## src/rtl/div_arbiter.sv

```systemverilog
// rtl/div_arbiter.sv - round-robin arbiter sharing one iterative divider core
// Zero divisors are answered locally; everything else is issued to the core and awaited.
module div_arbiter #(
    parameter  int width = 6,
    parameter  int n_req = 4,
    localparam int id_w  = $clog2(n_req)
) (
    input  logic                     clk,
    input  logic                     rst,
    input  logic [n_req-1:0]         req,
    input  logic [n_req-1:0]         sign,
    input  logic [n_req*width-1:0]   dividend,
    input  logic [n_req*width-1:0]   divider,
    output logic [n_req-1:0]         ack,
    output logic                     resp_valid,
    input  logic                     resp_ready,
    output logic [id_w-1:0]          resp_id,
    output logic [width-1:0]         quotient,
    output logic [width-1:0]         remainder,
    output logic                     div_by_zero,
    output logic                     busy,
    output logic                     div_start,
    output logic                     div_sign,
    output logic [width-1:0]         div_dividend,
    output logic [width-1:0]         div_divider,
    input  logic                     div_done,
    input  logic [width-1:0]         div_quotient,
    input  logic [width-1:0]         div_remainder
);

    typedef enum logic [1:0] {IDLE, ISSUE, WAIT, RESP} state_t;

    state_t           state_q, state_d;
    logic [id_w-1:0]  ptr_q, ptr_d;
    logic [id_w-1:0]  id_q, id_d;
    logic             sign_q, sign_d;
    logic [width-1:0] dd_q, dd_d;
    logic [width-1:0] dv_q, dv_d;
    logic [width-1:0] quot_q, quot_d;
    logic [width-1:0] rem_q, rem_d;
    logic             dbz_q, dbz_d;

    logic             win_found;
    logic [id_w-1:0]  win_idx;
    logic [width-1:0] win_dd;
    logic [width-1:0] win_dv;

    // Rotating priority: the first requester at or after ptr wins.
    always_comb begin
        win_found = 1'b0;
        win_idx   = '0;
        for (int k = 0; k < n_req; k++) begin
            if (!win_found && req[id_w'((int'(ptr_q) + k) % n_req)]) begin
                win_found = 1'b1;
                win_idx   = id_w'((int'(ptr_q) + k) % n_req);
            end
        end
    end

    assign win_dd = dividend[int'(win_idx)*width +: width];
    assign win_dv = divider[int'(win_idx)*width +: width];

    always_ff @(posedge clk) begin
        if (rst) begin
            state_q <= IDLE;
            ptr_q   <= '0;
            id_q    <= '0;
            sign_q  <= 1'b0;
            dd_q    <= '0;
            dv_q    <= '0;
            quot_q  <= '0;
            rem_q   <= '0;
            dbz_q   <= 1'b0;
        end else begin
            state_q <= state_d;
            ptr_q   <= ptr_d;
            id_q    <= id_d;
            sign_q  <= sign_d;
            dd_q    <= dd_d;
            dv_q    <= dv_d;
            quot_q  <= quot_d;
            rem_q   <= rem_d;
            dbz_q   <= dbz_d;
        end
    end

    always_comb begin
        state_d = state_q;
        ptr_d   = ptr_q;
        id_d    = id_q;
        sign_d  = sign_q;
        dd_d    = dd_q;
        dv_d    = dv_q;
        quot_d  = quot_q;
        rem_d   = rem_q;
        dbz_d   = dbz_q;
        case (state_q)
            IDLE: begin
                if (win_found) begin
                    id_d   = win_idx;
                    sign_d = sign[win_idx];
                    dd_d   = win_dd;
                    dv_d   = win_dv;
                    if (win_dv == '0) begin
                        quot_d  = '1;
                        rem_d   = win_dd;
                        dbz_d   = 1'b1;
                        state_d = RESP;
                    end else begin
                        state_d = ISSUE;
                    end
                end
            end
            ISSUE: state_d = WAIT;
            WAIT: begin
                if (div_done) begin
                    quot_d  = div_quotient;
                    rem_d   = div_remainder;
                    dbz_d   = 1'b0;
                    state_d = RESP;
                end
            end
            RESP: begin
                if (resp_ready) begin
                    ptr_d   = (id_q == id_w'(n_req - 1)) ? '0 : id_q + 1'b1;
                    state_d = IDLE;
                end
            end
            default: state_d = IDLE;
        endcase
    end

    // ack is gated by rst so a requester never drops its request on a grant that reset discards.
    always_comb begin
        ack = '0;
        if (state_q == IDLE && win_found && !rst) begin
            ack[win_idx] = 1'b1;
        end
        busy       = (state_q != IDLE);
        div_start  = (state_q == ISSUE);
        resp_valid = (state_q == RESP);
    end

    assign resp_id      = id_q;
    assign quotient     = quot_q;
    assign remainder    = rem_q;
    assign div_by_zero  = dbz_q;
    assign div_sign     = sign_q;
    assign div_dividend = dd_q;
    assign div_divider  = dv_q;

endmodule

```

## config.mk

```make
export PLATFORM = sky130hd
export DESIGN_NAME = div_arbiter
export DESIGN_NICKNAME = d
export VERILOG_FILES = /design/src/rtl/div_arbiter.sv
export SDC_FILE = /design/constraint.sdc
export NUM_CORES = 1
export LEC_CHECK = 0
export BUFFER_PORTS_ARGS = -buffer_cell sky130_fd_sc_hd__buf_2
export CAP_MARGIN = 15
export CORE_MARGIN = 2
export CORE_UTILIZATION = 40
export DETAILED_ROUTE_END_ITERATION = 8
export PLACE_DENSITY = 0.76
export SETUP_SLACK_MARGIN = 0.5
export SYNTH_ARGS = -nofsm -noshare
export SYNTH_HDL_FRONTEND = slang
export SYNTH_SLANG_ARGS = --single-unit
```

## constraint.sdc

```tcl
create_clock -name clk -period 2.8 [get_ports clk]
set_clock_uncertainty 0.15 [all_clocks]
set_input_delay 0.84 -clock clk [delete_from_list [all_inputs] [get_ports clk]]
set_output_delay 0.84 -clock clk [all_outputs]
set_load 0.02 [all_outputs]
```

==> impl_metrics.toml, run 1 <==
[run_status]
status = "finished, final reports clean"

[routing]
wl_met2_um = 3320
routedWlPerCell_um = 15.1
drt_first_iter_violations = 145
drt-met1-wl_um = 2830
wl_met3_um = 371
dr.max_layer_used = "met4"
routed_wl_um = 6600
ant_nets = 0
drc = 0
vias = 2375
vias_per_cell = 5.42
dr.pass1.iters = 4

[place]
dp_cells = 416
globalplace.congestion = 0.840
io_buffers = 106
hpwl_um = 4700

[setup_path]
r2r-end = "quotient[0]$_SDFFE_PP0P_"
cp.arrival_ns = 1.80
regToRegStartpoint = "ptr_q[1]$_SDFFE_PP0P_"
path_class = "in2out"
cp-end-kind = "output port"
startpoint_type = "input pin"
worst_ep_required_time_ns = 1.81
crit_fanout = 7
reg2reg_depth = 11
worst-r2r-setup-slack_ns = 0.12

[synth]
avgSynthCellArea_sq_um = 8.03
synth_cell_type_count = 38
ys_warn_count = 0
synth-seq-cells = 32
synth-edff-count = 0
yosysSeqAreaShare_pct = 33.0
synth_cells = 242
synth-main-ff-cell = "dfxtp_1"
yosys.area.top_type_share_pct = 33.0
syn_area_sq_mm = 0.00194
synth_common_cells = "dfxtp_1 (32), inv_1 (27), nor2_1 (25)"
ys_top_cells_by_area = "dfxtp_1 (33%), a311oi_1 (5.9%), inv_1 (5.2%), a211oi_1 (5.0%), a21o_1 (5.0%)"
synth_fp_nets = 320
synth_most_common_cell = "dfxtp_1"
async_flop_share_pct = 0
synth_top_cell_by_area = "dfxtp_1"

[layout]
area_delta_synth_final_pct = 67.4
final_core_util_pct = 69.3
layout-drive-gt1-share_pct = 52.1
final_cells = 438
nNetsFinal = 461
num_antenna_cells = 0

[clock_network]
clock_path_buffers = 2
clk_latency_ns = 0.29
cts_tree = "built"
clock_sinks = 32
postCtsHoldBufs = 0
cts_buffers = 5
cts_root_buffer = "clkbuf_8"
h-tree-depth = 2
clk_pin_slew_ns = 0.07

[global_route]
grt_pass1_vias = 2196
track_usage_pct = 24.5
grt_first_pass_wirelength_um = 10400
overflow = 0
antenna_found_initial = 0
grt_max_degree = 32

[sta]
finalCritPeriodShare_pct = 99.8
max_freq_mhz = 358
slew_headroom_pct = 62.2
final.setup.tns_ns = 0
period_needed_ns = 2.79
finalMaxSlewViolations = 0
setup_viol_count_final = 0
worst_pin_slew_ns = 0.567
rsz0062_at_grt = "true"
hold_violations = 0

[floorplan]
coreArea_sq_mm = 0.00469
die_w_um = 73.7
rows = 25
ios = 107
start_util_pct = 41.4
die_area_sq_mm = 0.00543
die_height_um = 73.7

[power]
p_leak_uw = 0.00161
vdd_drop_max_v = 0.000406
powerDensity_mw_per_mm2 = 743

[worst_hold_path]
whs_endpoint = "remainder[5]$_SDFFE_PP0P_"
hold_class = "reg2reg"
hp-start = "remainder[5]$_SDFFE_PP0P_"
whs_path_depth = 2

[flow_run]
maxCapViolations = 0
## worst max-delay path by stage
stage                start                        to  slack (ns)
floorplan           req[1]                    ack[2]        0.02
global placement    req[2]  quotient[3]$_SDFFE_PP0P_       -0.18
detailed placement  req[2]  quotient[0]$_SDFFE_PP0P_       -0.22
CTS                 req[0]                    ack[2]        0.03
global route        req[0]  quotient[0]$_SDFFE_PP0P_       -0.05
finish              req[0]                    ack[2]       0.007
## kinds of logic (layout without fill, tap and decap cells)
group | Yosys count | count (layout) | synth area share (%)
buf+inv | 42 | 184 | 8.50
compound gates | 83 | 83 | 33.5
flops | 32 | 32 | 33.0
mux | 7 | 7 | 3.67
fa+ha+maj | 6 | 6 | 3.86
simple gates | 72 | 72 | 17.5
## layout make-up
| class | instances | area (sq um) |
|---|---|---|
| Clock buffer | 6 | 72.6 |
| Clock inverter | 2 | 35.0 |
| Fill cell | 362 | 1440 |
| Inverter | 27 | 101 |
| Multi-Input combinational cell | 168 | 1390 |
| Sequential cell | 32 | 644 |
| Tap cell | 54 | 67.6 |
| Timing Repair Buffer | 149 | 946 |
## power breakdown
group | switching [uW] | internal, uW | total (uW) | leakage (uW)
logic | 757 | 539 | 1300 | 0.00129
registers | 89.9 | 589 | 678 | 0.000263
clock network | 178 | 264 | 442 | 0.0000552
total | 1030 | 1390 | 2420 | 0.00161
## cell usage in the layout, fill, tap and decap left out, types with 3 or more instances in the layout
cell	count
ha_1	5
a311oi_1	12
buf_2	99
nand3_1	3
inv_1	26
buf_4	37
dfxtp_1	29
o21ai_0	3
nand2b_1	7
nor2_1	22
buf_6	10
nand2_1	19
a222oi_1	6
nor3_4	3
a21o_1	12
a21oi_1	9
a221oi_4	3
o32ai_1	5
buf_12	3
dfxtp_2	3
a211oi_1	5
nor3_1	4
a211oi_2	8
mux2i_1	6
clkbuf_8	5
## through the flow
| stage | total power (uW) | worst slack (ns) | cell area, sq um | hold WS (ns) |
|---|---|---|---|---|
| final | 2420 | 0.00662 | 3250 | 0.324 |
| after CTS | 2360 | 0.0259 | 3170 | 0.328 |
| after global placement | 1800 | -0.180 | 2820 | 0.311 |
| after detailed placement | 1820 | -0.218 | 2820 | 0.316 |
| after floorplan | 1420 | 0.0164 | 2080 | 0.350 |
| after global routing | 2560 | -0.0523 | 3250 | 0.340 |
## worst max-delay path, cell delays in order
cell and delay, ns:
buf_12 0.11, nor3_4 0.19, a221oi_2 0.06, nor2b_2 0.17, buf_12 0.12, nor3b_4 0.17
buf_6 0.14
## layer usage
| layer | GRT usage, % | up-vias |
|---|---|---|
| met5 | 0 | - |
| met4 | 5.45 | 0 |
| met3 | 5.21 | 9 |
| met2 | 43.3 | 86 |
| met1 | 30.4 | 1101 |
| li1 | - | 1179 |
## what timing repair did
item / CTS / global route
pin swaps: 26 / 7
resized for setup: 42 / 10
setup buffers: 11 / 3
endpoints found under the setup margin: 19 / 28
## flip-flops by register name (all words and copies together), names as in the netlist
| name | flops |
|---|---|
| div_sign | 1 |
| remainder | 6 |
| quotient | 6 |
| div_dividend | 6 |
| div_by_zero | 1 |
| resp_id | 2 |
| state_q | 2 |
| div_divider | 6 |
| ptr_q | 2 |
Power figures use the tool's default switching activity.
==> run 2: changes to the inputs <==
- ABC_AREA: unset -> 1
- CORE_UTILIZATION: 40 -> 43
- PLACE_DENSITY: 0.76 -> 0.77
==> impl_metrics.toml, run 2 <==
[global_route]
grt_max_degree = 20
antenna_found_initial = 0
grt_first_pass_wirelength_um = 13300
grt_pass1_vias = 2918
overflow = 0
track_usage_pct = 27.2

[setup_path]
slowest_stage = "nor2_4"
cp.arrival_ns = 2.05
startpoint_type = "input pin"
path_class = "in2out"
crit_fanout = 5
cp-end-kind = "output port"
cp_num_buf_inv = 4
critPathMaxStageDelay_ns = 0.16
worst_ep_required_time_ns = 1.81
cpMostUsedCell = "nand2_4"
crit_chain = "buf_8 -> inv_8 -> nand2_4 -> nand3_4 -> nand2_4 -> nor2_4 -> nand3_4 -> nand3_2 -> nand2_4 -> inv_6 -> nand2_4 -> nor2_4 -> buf_6"
worst-r2r-setup-slack_ns = -0.08
cp_top_family = "simple AND/OR/NAND/NOR gates"

[synth]
synth_fp_nets = 450
yosys.area.top_type_share_pct = 27.6
syn_area_sq_mm = 0.00232
synth-main-ff-cell = "dfxtp_1"
synth-seq-cells = 32
async_flop_share_pct = 0
ys_top_cells_by_area = "dfxtp_1 (28%), nand2_1 (19%), nor2_1 (8.4%), nand3_1 (8.2%), inv_1 (3.9%)"
synth_top_cell_by_area = "dfxtp_1"
synth_most_common_cell = "nand2_1"
synth_cells = 372
avgSynthCellArea_sq_um = 6.24
yosysSeqAreaShare_pct = 27.6
synth-edff-count = 0
synth_cell_type_count = 30
synth_common_cells = "nand2_1 (119), nor2_1 (52), nand3_1 (38)"
ys_warn_count = 0

[sta]
rsz0062_at_grt = "true"
final.setup.tns_ns = -2.14
slew_headroom_pct = 72.1
finalWorstSetupSlack_ns = -0.238
period_needed_ns = 3.04
max_freq_mhz = 329
hold_violations = 0
worst_pin_slew_ns = 0.418
setup_viol_count_final = 19
finalMaxSlewViolations = 0
finalCritPeriodShare_pct = 108
whs_ns = 0.328

[clock_network]
clk_pin_slew_ns = 0.08
clk_latency_ns = 0.29
clock_path_buffers = 2
h-tree-depth = 2
clock_sinks = 32
postCtsHoldBufs = 0
cts_tree = "built"
cts_buffers = 5
cts_root_buffer = "clkbuf_8"

[worst_hold_path]
hold_class = "reg2reg"

[layout]
num_antenna_cells = 0
layout-drive-gt1-share_pct = 55.5
area_delta_synth_final_pct = 77.2
final_cell_mix = "buf_2 (97), nand2_1 (87), nor2_1 (46), nand2_2 (31), dfxtp_1 (30)"
final_common_cell = "buf_2"
nNetsFinal = 596
finalInstanceArea_sq_mm = 0.00411
final_cells = 589
fillerInstances = 356

[place]
dpl_cell_area_sq_mm = 0.00321
globalplace.congestion = 0.885
hpwl_um = 5160
io_buffers = 106
dp_cells = 554

[routing]
dr.pass1.iters = 4
vias_per_cell = 5.06
routedWlPerCell_um = 14.4
ant_nets = 0
drt_first_iter_violations = 114
vias = 2983
routed_wl_um = 8500
drc = 0

[flow_run]
maxCapViolations = 0

[floorplan]
die_w_um = 77.5
start_util_pct = 44.9
rows = 26
coreArea_sq_mm = 0.00517
ios = 107
die_height_um = 77.5
die_area_sq_mm = 0.00600

[power]
vdd_drop_max_v = 0.000655
p_leak_uw = 0.00212
powerDensity_mw_per_mm2 = 1160

[run_status]
violations = "setup timing"
status = "complete, but fails checks"
## run 2: cell types whose count changed after synthesis, sizes merged, moves of 9 or more
cell,previous run,this run
a311oi,13,0
a21oi,11,20
o21ai,5,17
a211oi,13,1
nand3,3,45
nand2b,9,0
nor2,25,55
a21o,13,0
nand2,21,132
## run 2: worst min-delay path, delay by kind of cell (launching register included)
family	cells	cell delay (ns)
simple gates	1	0.07
compound gates	1	0.04
flops	1	0.34
## run 2: path summary, 6_finish.rpt
path	from	endpoint	cells past startpoint
setup / recovery	req[2]	ack[2]	13
hold / removal	quotient[2]$_SDFFE_PP0P_	quotient[2]$_SDFFE_PP0P_	2
setup reg to reg	ptr_q[0]$_SDFFE_PP0P_	div_by_zero$_SDFFE_PP0P_	20
hold reg to reg	quotient[2]$_SDFFE_PP0P_	quotient[2]$_SDFFE_PP0P_	2
## run 2: layout make-up
class | instances | area (sq um) | share of cell area, %
multi-input combinational | 293 | 1900 | 46.2
sequential | 32 | 643 | 15.6
timing repair buffer | 156 | 1200 | 29.2
clock buffer | 7 | 96.3 | 2.34
inverter | 30 | 153 | 3.71
clock inverter | 1 | 30.0 | 0.730
tap | 70 | 87.6 | 2.13
## run 2: per-stage QoR
step	worst slack (ns)	util, %	power (uW)
after global routing	-0.319	79.5	5070
after floorplan	-0.186	-	2480
after CTS	-0.193	75.4	4440
after detailed placement	-0.372	62.1	3150
after global placement	-0.308	62.1	3090
final	-0.238	79.5	4770
## run 2: layer usage
layer,up-vias,GRT usage (%),share of wire [%]
li1,1483,-,-
met1,1384,30.0,39
met2,104,52.6,54
met3,12,4.42,5.0
met4,0,8.39,1.9
met5,-,0,0
## run 2: report_power, final
group	internal, uW	switching [uW]
logic	1570	1880
clock network	314	191
registers	663	143
## run 2: kinds of logic after synthesis
| logic type | after synthesis | synth area share, % |
|---|---|---|
| buffers and inverters | 47 | 10.6 |
| DFF | 32 | 27.6 |
| AOI/OAI and AO/OA | 42 | 10.2 |
| and+or+nand+nor | 239 | 45.8 |
| adders and majority gates | 6 | 3.23 |
| muxes | 6 | 2.59 |
## run 2: timing repair
action                                  CTS  global route
pin swaps                                44            14
hold endpoints to repair                  0             0
endpoints found under the setup margin   27            33
setup buffers                            13             9
gates cloned                              5             0
resized for setup                        81            47
